$ cat src/rtl/btn_event_pkg.sv
// Shared types for the button event decoder: FSM state encoding.
package btn_event_pkg;

  typedef enum logic [1:0] {
    ST_ARM   = 2'd0,
    ST_IDLE  = 2'd1,
    ST_PRESS = 2'd2,
    ST_HOLD  = 2'd3
  } st_t;

endpackage

$ cat src/rtl/btn_event_if.sv
// Button level in, event pulses out. The button side (master) drives d_btn;
// btn_event (slave) drives the registered pulses, the held level and its FSM state.
// There is no valid/ready pair: every output is a one-cycle pulse or a level,
// and it is sampled on the clk edge that follows the cycle in which it is high.
// "release" is a language keyword, so that pulse is carried on release_pls.
interface btn_event_if;
  import btn_event_pkg::*;

  logic d_btn;
  logic press;
  logic release_pls;
  logic click;
  logic long_press;
  logic repeat_pls;
  logic held;
  st_t  state;

  modport master (
    output d_btn,
    input  press, release_pls, click, long_press, repeat_pls, held, state
  );

  modport slave (
    input  d_btn,
    output press, release_pls, click, long_press, repeat_pls, held, state
  );

endinterface

$ cat src/rtl/btn_event_timer.sv
// Hold/repeat counter: clears to 0 unless incrementing, and flags when it
// equals the terminal count supplied by the FSM.
module btn_event_timer #(
  parameter int CNT_W = 25
) (
  input  logic             clk,
  input  logic             rst,
  input  logic             clr,
  input  logic             inc,
  input  logic [CNT_W-1:0] tc_val,
  output logic             tc
);

  logic [CNT_W-1:0] cnt;

  always_ff @(posedge clk or posedge rst) begin
    if (rst) begin
      cnt <= '0;
    end else if (clr) begin
      cnt <= '0;
    end else if (inc) begin
      cnt <= cnt + 1'b1;
    end
  end

  assign tc = (cnt == tc_val);

endmodule

$ cat src/rtl/btn_event.sv
// Decodes a debounced button level into press/release/click/long/repeat pulses.
// All outputs are registered and appear one clk after the sampled level change.
module btn_event
  import btn_event_pkg::*;
#(
  parameter int LONG_CYCLES   = 25_000_000,
  parameter int REPEAT_CYCLES = 5_000_000,
  parameter int CNT_W         = 25
) (
  input  logic        clk,
  input  logic        rst,
  btn_event_if.slave  bus
);

  if (LONG_CYCLES < 2 || LONG_CYCLES >= (1 << CNT_W)) begin : g_bad_long
    $error("btn_event: LONG_CYCLES out of range");
  end
  if (REPEAT_CYCLES < 1 || REPEAT_CYCLES >= (1 << CNT_W)) begin : g_bad_repeat
    $error("btn_event: REPEAT_CYCLES out of range");
  end

  localparam logic [CNT_W-1:0] LONG_TC = CNT_W'(LONG_CYCLES - 1);
  localparam logic [CNT_W-1:0] REP_TC  = CNT_W'(REPEAT_CYCLES - 1);

  st_t              state;
  logic             press_r, release_r, click_r, long_r, repeat_r, held_r;
  logic             tmr_inc;
  logic             tmr_tc;
  logic [CNT_W-1:0] tmr_tc_val;

  // The counter is cleared on the press edge, so it reads k-1 on the k-th
  // edge after press; comparing against N-1 fires exactly N edges later.
  always_comb begin
    tmr_inc    = 1'b0;
    tmr_tc_val = (state == ST_HOLD) ? REP_TC : LONG_TC;
    if ((state == ST_PRESS || state == ST_HOLD) && bus.d_btn && !tmr_tc) begin
      tmr_inc = 1'b1;
    end
  end

  btn_event_timer #(.CNT_W(CNT_W)) u_timer (
    .clk    (clk),
    .rst    (rst),
    .clr    (~tmr_inc),
    .inc    (tmr_inc),
    .tc_val (tmr_tc_val),
    .tc     (tmr_tc)
  );

  always_ff @(posedge clk or posedge rst) begin
    if (rst) begin
      state     <= ST_ARM;
      press_r   <= 1'b0;
      release_r <= 1'b0;
      click_r   <= 1'b0;
      long_r    <= 1'b0;
      repeat_r  <= 1'b0;
      held_r    <= 1'b0;
    end else begin
      press_r   <= 1'b0;
      release_r <= 1'b0;
      click_r   <= 1'b0;
      long_r    <= 1'b0;
      repeat_r  <= 1'b0;
      case (state)
        ST_ARM: begin
          held_r <= 1'b0;
          if (!bus.d_btn) state <= ST_IDLE;
        end
        ST_IDLE: begin
          if (bus.d_btn) begin
            state   <= ST_PRESS;
            press_r <= 1'b1;
            held_r  <= 1'b1;
          end
        end
        ST_PRESS: begin
          // Release is checked first so it wins over a coincident threshold.
          if (!bus.d_btn) begin
            state     <= ST_IDLE;
            release_r <= 1'b1;
            click_r   <= 1'b1;
            held_r    <= 1'b0;
          end else if (tmr_tc) begin
            state  <= ST_HOLD;
            long_r <= 1'b1;
          end
        end
        ST_HOLD: begin
          if (!bus.d_btn) begin
            state     <= ST_IDLE;
            release_r <= 1'b1;
            held_r    <= 1'b0;
          end else if (tmr_tc) begin
            repeat_r <= 1'b1;
          end
        end
        default: state <= ST_ARM;
      endcase
    end
  end

  assign bus.press       = press_r;
  assign bus.release_pls = release_r;
  assign bus.click       = click_r;
  assign bus.long_press  = long_r;
  assign bus.repeat_pls  = repeat_r;
  assign bus.held        = held_r;
  assign bus.state       = state;

endmodule

$ cat src/flat_wrapper.sv
// flat-port wrapper written by rule: the top's interface ports become plain ports
module btn_event_flat import btn_event_pkg::*;
#(
  parameter int LONG_CYCLES   = 25_000_000,
  parameter int REPEAT_CYCLES = 5_000_000,
  parameter int CNT_W         = 25
)
  (clk, rst, bus_d_btn, bus_press, bus_release_pls, bus_click, bus_long_press, bus_repeat_pls, bus_held, bus_state);
  btn_event_if bus_i ();
  input  logic clk;
  input  logic rst;
  input wire logic [$bits(bus_i.d_btn)-1:0] bus_d_btn;
  output wire logic [$bits(bus_i.press)-1:0] bus_press;
  output wire logic [$bits(bus_i.release_pls)-1:0] bus_release_pls;
  output wire logic [$bits(bus_i.click)-1:0] bus_click;
  output wire logic [$bits(bus_i.long_press)-1:0] bus_long_press;
  output wire logic [$bits(bus_i.repeat_pls)-1:0] bus_repeat_pls;
  output wire logic [$bits(bus_i.held)-1:0] bus_held;
  output wire logic [$bits(bus_i.state)-1:0] bus_state;
  assign bus_i.d_btn = bus_d_btn;
  assign bus_press = bus_i.press;
  assign bus_release_pls = bus_i.release_pls;
  assign bus_click = bus_i.click;
  assign bus_long_press = bus_i.long_press;
  assign bus_repeat_pls = bus_i.repeat_pls;
  assign bus_held = bus_i.held;
  assign bus_state = bus_i.state;
  btn_event #(.LONG_CYCLES(LONG_CYCLES), .REPEAT_CYCLES(REPEAT_CYCLES), .CNT_W(CNT_W)) u_core (.clk(clk), .rst(rst), .bus(bus_i));
endmodule
$ cat config.mk
export PLATFORM = sky130hd
export DESIGN_NAME = btn_event_flat
export DESIGN_NICKNAME = d
export VERILOG_FILES = /design/src/rtl/btn_event_pkg.sv /design/src/rtl/btn_event_if.sv /design/src/rtl/btn_event_timer.sv /design/src/rtl/btn_event.sv /design/src/flat_wrapper.sv
export SDC_FILE = /design/constraint.sdc
export NUM_CORES = 1
export LEC_CHECK = 0
export CAP_MARGIN = 40
export CORE_UTILIZATION = 47
export DETAILED_ROUTE_END_ITERATION = 10
export GPL_ROUTABILITY_DRIVEN = 0
export PLACE_DENSITY = 0.76
export SKIP_CTS_REPAIR_TIMING = 1
export SLEW_MARGIN = 20
export SYNTH_ARGS = -nofsm -noshare
export SYNTH_HDL_FRONTEND = slang
export SYNTH_SLANG_ARGS = --single-unit
export TNS_END_PERCENT = 30
$ cat constraint.sdc
create_clock -name clk -period 2.9 [get_ports clk]
set_input_delay 0.58 -clock clk [delete_from_list [all_inputs] [get_ports clk]]
set_output_delay 0.58 -clock clk [all_outputs]
set_load 0.01 [all_outputs]
==> qor.txt <==
Worst path max stage delay: 0.50 ns
PwrDens: 659 nW/um^2
CP max FO: 25
Core Box Area: 3390 sq um
Largest net degree at the start of global routing: 34
Vias per cell: 5.15
Die Wd: 62.2 microns
I/O Buffers: 10
Antenna Nets Post-Route: 0
Total gr overflow: 0
Clk Latency, worst-skew pair: 0.33 ns
Hold Path Class: reg2reg
Final worst-path cycle share: 78.3%
Worst EP required: 3.12 ns
Crit path time final: 2.27 ns
Max Cap Viol: 0
Cells along the critical path: ha_1 > nand4b_1 > or4_1 > a211oi_2 > or2_1 > buf_4 > nor2_1
CTS tree: done
Worst Setup End Kind: flip-flop
Number of flops mapped to enable cells by yosys: 0
Mapped Nets: 182
Most frequent cells after synthesis: nor2_1, dfrtp_1, xnor2_1
Leakage: 0.771 nW
Post-synthesis register bit count: 33
Routed len/inst: 13.1 microns
# IOs: 11
Most frequent cell after synthesis: nor2_1
Met3 Usage GRT: 2.76%
Number of CTS-inserted buffers: 5
Clock Skews: 0.00691 ns
Status: finished, final reports clean
Yosys warning total: 0
Drt total wl: 3.06 mm
Worst path buffer plus inverter count: 1
Antenna cells: 0
Critical-path top delay cell: or4_1
Register area share after synthesis: 48.5%
RSZ-0062 raised after global routing: false
Ys async rst share: 100%
Netlist cell types: 35
# setup viols final: 0
Synth Flop Type: dfrtp_1
M1 GR Usage: 22.4%
Post-synth top area share: 48.5%
Met2 usage: 29.9%
FMAX: 0.440 GHz
Drt first-iter violations: 35
Clock root buffer: clkbuf_4
Die H: 62.2 microns
Startpoint types: flip-flop
Util after Layout: 57.1%
Sink Count: 33
Syn Std Cell Area: 1700 sq um
Max Slew Vio Count: 0
Starting density of the core: 50.2%
Number of global-route vias before repair: 1201
DP HPWL: 2.24 mm
Slew @ Worst Pin: 0.554 ns
Crit path DAT: 2.49 ns
Ranking of synthesized cells by area: dfrtp_1, xnor2_1, nor2_1
Initial antenna violation count: 0
All-layer global routing usage: 17.7%
Endpoints failing hold: 0
Final #Nets: 195
Syn_area_per_cell: 9.78 sq um
# rows: 21
Top Usage Layer GRT: met2
CP Class: reg2reg
Worst-path clk slew: 0.10 ns
Routed vias: 1206
Share of cells above drive strength 1: 9.04%
Syn-to-layout area delta: 13.7%
Crit path max-delay family: simple AND/OR/NAND/NOR gates
Rel. slew slack: 62.7%
Max clock buf depth: 2
Cells after Synth: 174
VDD IR max: 0.555 mV
Final setup TNS: 0 ns
DR pass1 iterations: 4
# DRC: 0
Cell accounting for the most synthesized area: dfrtp_1
H-Tree Depth: 2
Die area: 3870 sq um
First-pass GRT wire length: 5.33 mm
==> cells by family (layout without fill, tap and decap cells) <==
logic type                 after synthesis  count (layout)  synth area share [%]
DFF                                     33              33                  48.5
AOI/OAI and AO/OA                        8               8                  3.01
and+or+nand+nor                         89              89                  27.9
adders and majority gates                5               5                  3.68
buffers and inverters                   15              29                  4.48
xor gates and xnor gates                23              23                  11.8
muxes                                    1               1                 0.588
==> sequential cells by signal (all words and copies together) (netlist names) <==
signal	cells
u_core.u_timer.cnt	25
u_core.bus.state	2
u_core.bus.click	1
u_core.bus.held	1
u_core.bus.long_press	1
u_core.bus.press	1
u_core.bus.release_pls	1
u_core.bus.repeat_pls	1
==> layout by cell type, fill, tap and decap left out, drive strengths merged, types with 2 or more instances in the layout <==
cell type      instances
dfrtp                 33
o21ai                  5
ha                     5
xnor2                 16
nand2                 11
clkdlybuf4s50         10
and2                   2
nor2                  36
inv                    9
bufinv                 2
nor4                   7
xor2                   7
nand3                  9
nor3                   6
clkbuf                 5
nand4                  7
buf                    2
or4                    3
==> worst paths after layout <==
kind | start | to | slack [ns] | cells past startpoint
max | u_core.bus.state[0]$_DFFE_PP0P_ | u_core.u_timer.cnt[6]$_DFF_PP0_ | 0.63 | 7
min | u_core.u_timer.cnt[0]$_DFF_PP0_ | u_core.u_timer.cnt[0]$_DFF_PP0_ | 0.49 | 1
max reg2reg | u_core.bus.state[0]$_DFFE_PP0P_ | u_core.u_timer.cnt[6]$_DFF_PP0_ | 0.63 | 7
min reg2reg | u_core.u_timer.cnt[0]$_DFF_PP0_ | u_core.u_timer.cnt[0]$_DFF_PP0_ | 0.49 | 1
max in group asynchronous | rst | u_core.u_timer.cnt[22]$_DFF_PP0_ | 1.96 | 3
min in group asynchronous | rst | u_core.bus.release_pls$_DFF_PP0_ | 0.63 | 3
==> metal layers <==
layer,vias to the layer above,wire [microns]
li1,610,-
met1,579,1460
met2,9,1490
met3,8,58
met4,0,57
met5,-,0
==> per-stage QoR <==
stage | instance area, sq um | std cells | hold slack, ns | setup slack (ns) | power, mW
6_report | 1930 | 234 | 0.487 | 0.628 | 1.28
5_1_grt | 1930 | 234 | 0.513 | 0.484 | 1.35
4_1_cts | 1930 | 234 | 0.491 | 0.617 | 1.28
3_5_place_dp | 1830 | 226 | 0.477 | 0.646 | 0.864
3_3_place_gp | 1830 | 226 | 0.468 | 0.740 | 0.845
2_1_floorplan | 1700 | 174 | 0.452 | 0.785 | 0.761
==> where the power goes <==
group	internal [mW]	switching, mW
Combinational	0.142	0.179
Clock	0.267	0.156
Sequential	0.500	0.0314
==> area by class of cell <==
cell class                      count  area (sq um)
Clock buffer                        5          37.5
Multi-Input combinational cell    126           800
Clock inverter                      3          65.1
Fill cell                         281          1460
Sequential cell                    33           826
Timing Repair Buffer               12           115
Tap cell                           46          57.6
Inverter                            9          33.8
Power figures use the tool's default switching activity.
